**src/rtl/range_check_reg_if.sv**
```systemverilog
// Range-check bus: input word with its valid qualifier, plus the registered
// in-range/below/above flags that come back one cycle later.
interface range_check_reg_if #(
  parameter int unsigned WIDTH = 7
);
  // dat_valid is a pure qualifier for dat.
  // It has no ready partner: every cycle is accepted and is returned as inr_valid.
  logic             dat_valid;
  logic [WIDTH-1:0] dat;
  logic             inr_valid;
  logic             inr;
  logic             below;
  logic             above;

  modport master (
    output dat_valid, dat,
    input  inr_valid, inr, below, above
  );

  modport slave (
    input  dat_valid, dat,
    output inr_valid, inr, below, above
  );
endinterface

```
**src/rtl/range_check_reg.sv**
```systemverilog
// Registered constant-range detector: flags dat in [LOWER_BOUND, UPPER_BOUND),
// with three interchangeable in-range comparator structures selected by METHOD.
module range_check_reg #(
  parameter int unsigned WIDTH       = 7,
  parameter int unsigned LOWER_BOUND = 85,
  parameter int unsigned UPPER_BOUND = 120,
  parameter int unsigned METHOD      = 2
) (
  input logic              clk,
  input logic              rst_n,
  range_check_reg_if.slave bus
);

  localparam longint unsigned MAX_VAL = (64'd1 << WIDTH) - 64'd1;

  generate
    if (WIDTH < 1 || WIDTH > 32 || LOWER_BOUND >= UPPER_BOUND ||
        longint'(UPPER_BOUND) > MAX_VAL || METHOD > 2) begin : g_bad_params
      $fatal(1, "range_check_reg: illegal parameter set");
    end
  endgenerate

  localparam logic [WIDTH-1:0] LB   = WIDTH'(LOWER_BOUND);
  localparam logic [WIDTH-1:0] UB   = WIDTH'(UPPER_BOUND);
  localparam logic [WIDTH-1:0] SPAN = UB - LB;

  // Highest bit where the bounds diverge (UB=1, LB=0); all bits above it are equal.
  function automatic int find_split();
    int s;
    s = 0;
    for (int i = 0; i < int'(WIDTH); i++) begin
      if (UB[i] && !LB[i]) s = i;
    end
    return s;
  endfunction

  localparam int SPLIT = find_split();

  logic inr_c;
  logic below_c;
  logic above_c;

  assign below_c = bus.dat < LB;
  assign above_c = bus.dat >= UB;

  generate
    if (METHOD == 0) begin : g_generic
      assign inr_c = (bus.dat >= LB) && (bus.dat < UB);
    end else if (METHOD == 1) begin : g_subtract
      // Offset wraps modulo 2^WIDTH, so values below LB land above SPAN
      // and the final subtraction produces no borrow for them.
      logic [WIDTH-1:0] offs;
      logic [WIDTH+1:0] res;
      assign offs  = bus.dat - LB;
      assign res   = {2'b00, offs} - {2'b00, SPAN};
      assign inr_c = (res >> (WIDTH + 1)) != '0;
    end else begin : g_split
      logic eq;
      logic over;
      logic ou;

      if (SPLIT == int'(WIDTH) - 1) begin : g_eq_empty
        assign eq = 1'b1;
      end else begin : g_eq_field
        assign eq = bus.dat[WIDTH-1:SPLIT+1] == UB[WIDTH-1:SPLIT+1];
      end

      assign over = !bus.dat[SPLIT];

      // Split bit clear: only the lower bound can fail; set: only the upper.
      if (SPLIT == 0) begin : g_ou_empty
        assign ou = over;
      end else begin : g_ou_field
        assign ou = over ? (bus.dat[SPLIT-1:0] >= LB[SPLIT-1:0])
                         : (bus.dat[SPLIT-1:0] <  UB[SPLIT-1:0]);
      end

      assign inr_c = eq & ou;
    end
  endgenerate

  always_ff @(posedge clk or negedge rst_n) begin
    if (!rst_n) begin
      bus.inr_valid <= 1'b0;
      bus.inr       <= 1'b0;
      bus.below     <= 1'b0;
      bus.above     <= 1'b0;
    end else begin
      bus.inr_valid <= bus.dat_valid;
      bus.inr       <= inr_c;
      bus.below     <= below_c;
      bus.above     <= above_c;
    end
  end

endmodule

```
**src/flat_wrapper.sv**
```systemverilog
// flat-port wrapper written by rule: the top's interface ports become plain ports
module range_check_reg_flat 
#(
  parameter int unsigned WIDTH       = 7,
  parameter int unsigned LOWER_BOUND = 85,
  parameter int unsigned UPPER_BOUND = 120,
  parameter int unsigned METHOD      = 2
)
  (clk, rst_n, bus_dat_valid, bus_dat, bus_inr_valid, bus_inr, bus_below, bus_above);
  range_check_reg_if #(.WIDTH(WIDTH)) bus_i ();
  input logic clk;
  input logic rst_n;
  input wire logic [$bits(bus_i.dat_valid)-1:0] bus_dat_valid;
  input wire logic [$bits(bus_i.dat)-1:0] bus_dat;
  output wire logic [$bits(bus_i.inr_valid)-1:0] bus_inr_valid;
  output wire logic [$bits(bus_i.inr)-1:0] bus_inr;
  output wire logic [$bits(bus_i.below)-1:0] bus_below;
  output wire logic [$bits(bus_i.above)-1:0] bus_above;
  assign bus_i.dat_valid = bus_dat_valid;
  assign bus_i.dat = bus_dat;
  assign bus_inr_valid = bus_i.inr_valid;
  assign bus_inr = bus_i.inr;
  assign bus_below = bus_i.below;
  assign bus_above = bus_i.above;
  range_check_reg #(.WIDTH(WIDTH), .LOWER_BOUND(LOWER_BOUND), .UPPER_BOUND(UPPER_BOUND), .METHOD(METHOD)) u_core (.clk(clk), .rst_n(rst_n), .bus(bus_i));
endmodule
```
**config.mk**
```make
export PLATFORM = sky130hd
export DESIGN_NAME = range_check_reg_flat
export DESIGN_NICKNAME = d
export VERILOG_FILES = /design/src/rtl/range_check_reg_if.sv /design/src/rtl/range_check_reg.sv /design/src/flat_wrapper.sv
export SDC_FILE = /design/constraint.sdc
export NUM_CORES = 1
export LEC_CHECK = 0
export ABC_CLOCK_PERIOD_IN_PS = 800
export BUFFER_PORTS_ARGS = -buffer_cell sky130_fd_sc_hd__buf_2
export CORE_AREA = 10 10 47 49
export DETAILED_ROUTE_END_ITERATION = 16
export DIE_AREA = 0 0 57 59
export GPL_TIMING_DRIVEN = 0
export SLEW_MARGIN = 30
export SYNTH_ARGS = -nofsm -noshare
export SYNTH_HDL_FRONTEND = slang
export SYNTH_SLANG_ARGS = --single-unit
export TNS_END_PERCENT = 30
```
**constraint.sdc**
```tcl
create_clock -name clk -period 0.8 [get_ports clk]
set_input_delay 0.08 -clock clk [delete_from_list [all_inputs] [get_ports clk]]
set_output_delay 0.08 -clock clk [all_outputs]
set_load 0.01 [all_outputs]
```
==> run summary <==
=================================================================================
Outcome                                                              finished, final reports clean
Leakage power summed over all cells                                      0.165 nW
Most common flop cell mapped by yosys                                sky130_fd_sc_hd__dfrtp_1
Family with the most delay on the worst path                           flip-flops
Layout cell share with drive strength beyond 1                              0.552
Netlist area before placement                                            145 um^2
Worst endpoint required time                                               720 ps
Cell breakdown of the critical path                                         buf_6
Highest fanout seen on the critical path                                        1
Startpoint of the lowest-slack hold path                               bus_dat[6]
Slew at the pin closest to its max-slew limit                              164 ps
Hold-critical path depth                                                        2
Pin count of the biggest net entering global routing                            5
Final setup violation count                                                     0
Buffer cell driving the clock tree root                              sky130_fd_sc_hd__clkbuf_4
Final Net Count                                                                41
Total count of hold-check failures in the final report                          0
Crit-path slowest cell                                               sky130_fd_sc_hd__dfrtp_1
Gp weighted congestion                                                      0.722
Class of the most critical hold timing path                          input port to register
Total congestion overflow                                                       0
Overall routed net length                                                  544 um
Largest area contributor in the netlist                              sky130_fd_sc_hd__dfrtp_1
Area of the die                                                         3360 um^2
Detailed-router iteration count before antenna repair                           2
Total vias in the final route                                                 149
Max-cap violation count                                                         0
Largest cells by area after synthesis                                sky130_fd_sc_hd__dfrtp_1 (69%), sky130_fd_sc_hd__o211a_1 (14%), sky130_fd_sc_hd__a21o_1 (5.2%), sky130_fd_sc_hd__nand3_1 (3.4%), sky130_fd_sc_hd__o21ai_0 (3.4%)
Top cell type's share of synthesized area                                   0.690
Power per unit of standard cell area                                 1920 nW/um^2
Ports placed on the boundary                                                   14
Final-report max-slew violation count                                           0
Global-route usage over all layers                                         0.0399
Clock buffer depth                                                              2
RSZ-0062 raised after global routing                                          yes
Initial antenna violation count                                                 0
CP max stage delay                                                         360 ps
Global-route wire length before repair                                     910 um
Number of rows in the core area                                                14
Per-cell routed wire length                                               12.1 um
Maximum level of the CTS H-tree                                                 1
Share of the cycle needed by the critical path after routing                0.992
Arrival time of data at the critical path endpoint                         710 ps
Diode count                                                                     0
Gr busiest metal                                                             met3
Starting DRC count in detailed routing                                          1
Worst hold path endpoint                                             u_core.bus.below
Critical Path Source Type                                                register
Post-Synthesis Mean Instance Area                                       13.2 um^2
Capturing element type of the critical path                           output port
Post-Route Setup TNS                                                         0 ps
Share of synthesized area occupied by flip-flops and latches                0.690
Final period demand of the worst path                                      794 ps
Count of distinct cell types in the synthesized netlist                         7
Number of remaining DRC errors                                                  0
Routed via count divided by cell count                                       3.31
Top-count cell post-synth                                            sky130_fd_sc_hd__dfrtp_1
Worst vdd rail ir drop                                                 0.000768 V
EDFF count, synth                                                               0
Floorplan core area                                                     1400 um^2
Worst relative slew slack                                                   0.889
Grt met1 use                                                               0.0432
Die span in x                                                               57 um
Clock sink count                                                                4
Critical Path Stages                                                            1
TritonCTS Buffers                                                               3
Met2 routing resource usage after global routing                           0.0357
Post-CTS repair timing setup buffer count                                       0
Clock-pin slew on the worst setup and hold paths                            40 ps
Antenna-violating nets left                                                     0
Number of buffer and inverter instances along the worst setup path              1
Height of the die                                                           59 um
Syn Inst Count                                                                 11
Effective utilization at floorplan                                          0.104
Most used standard cells in the synthesized netlist                  sky130_fd_sc_hd__dfrtp_1 (4), sky130_fd_sc_hd__o211a_1 (2)
Total of warnings raised by yosys                                               0
Async set or reset register ratio after synthesis                            1.00
Smallest hold slack                                                       78.4 ps
Max Clk Rate                                                             1260 MHz
Filler cells                                                                  164
Met3 track demand over resource                                            0.0644
Number of synthesized register bits                                             4
Number of input and output port buffers inserted                               13
Area overhead of the layout relative to synthesis                           96.6%
Post-Syn Nets                                                                  21
Vias in the first global route                                                189
Startpoint-to-endpoint class of the critical path                    register to output port
TritonCTS clock tree                                                         done
=================================================================================
==> how the worst max path moves through the flow <==
stage                                    start             end  slack [ps]
after floorplan                     bus_dat[1]  u_core.bus.inr         180
after global placement              bus_dat[1]  u_core.bus.inr          40
after detailed placement            bus_dat[1]  u_core.bus.inr          40
after CTS                     u_core.bus.below       bus_below          -7
after global routing      u_core.bus.inr_valid   bus_inr_valid         -40
final                     u_core.bus.inr_valid   bus_inr_valid           6
==> per-stage QoR <==
step,instance area (um^2),cells,worst slack (ps),utilization,total power [W]
CTS,273,45,-6.77,0.195,0.000557
floorplan,145,11,185,-,0.000240
finish,285,45,6.30,0.204,0.000547
detailed placement,230,40,42.2,0.164,0.000284
global placement,230,40,41.4,0.164,0.000281
global route,285,45,-37.3,0.204,0.000593
==> cell type report <==
cell class                      instances  area, um^2  area share
Clock buffer                            3        22.5      0.0789
Timing Repair Buffer                   15        97.6       0.342
Inverter                                1        3.75      0.0132
Sequential cell                         4         100       0.351
Multi-Input combinational cell          6        41.3       0.145
Tap cell                               16        20.0      0.0702
==> cells by family after synthesis <==
family | count (synthesis) | share of synthesized area
compound gates | 4 | 0.224
buf+inv | 1 | 0.0258
flops | 4 | 0.690
simple gates | 2 | 0.0603
==> report_power, final <==
group / switching (W) / internal, W
Sequential: 0.00000345 / 0.000215
Clock: 0.0000839 / 0.000168
Combinational: 0.0000324 / 0.0000449
==> metal layers <==
layer  routed length, um  vias up
li1                    -       76
met1                 296       57
met2                 132       16
met3                 115        0
met4                   0        0
met5                   0        -
==> cells in the final DEF (no fill, tap or decap) <==
cell type	count
sky130_fd_sc_hd__a21o_1	1
sky130_fd_sc_hd__buf_2	11
sky130_fd_sc_hd__buf_6	2
sky130_fd_sc_hd__clkbuf_4	3
sky130_fd_sc_hd__dfrtp_1	4
sky130_fd_sc_hd__dlygate4sd3_1	2
sky130_fd_sc_hd__inv_1	1
sky130_fd_sc_hd__nand3_1	1
sky130_fd_sc_hd__nor2_1	1
sky130_fd_sc_hd__o211a_1	2
sky130_fd_sc_hd__o21ai_0	1
==> sequential cells by signal (all words and copies together), names as in the netlist <==
signal	flops
u_core.bus.above	1
u_core.bus.inr	1
u_core.bus.inr_valid	1
u_core.bus.below	1
==> timing repair <==
action,CTS,global route
hold endpoints to repair,5,0
gates resized for setup,0,2
endpoints found under the setup margin,4,4
hold buffers,2,0
gates cloned,0,0
Note: power is estimated with default switching activity, not from simulation.
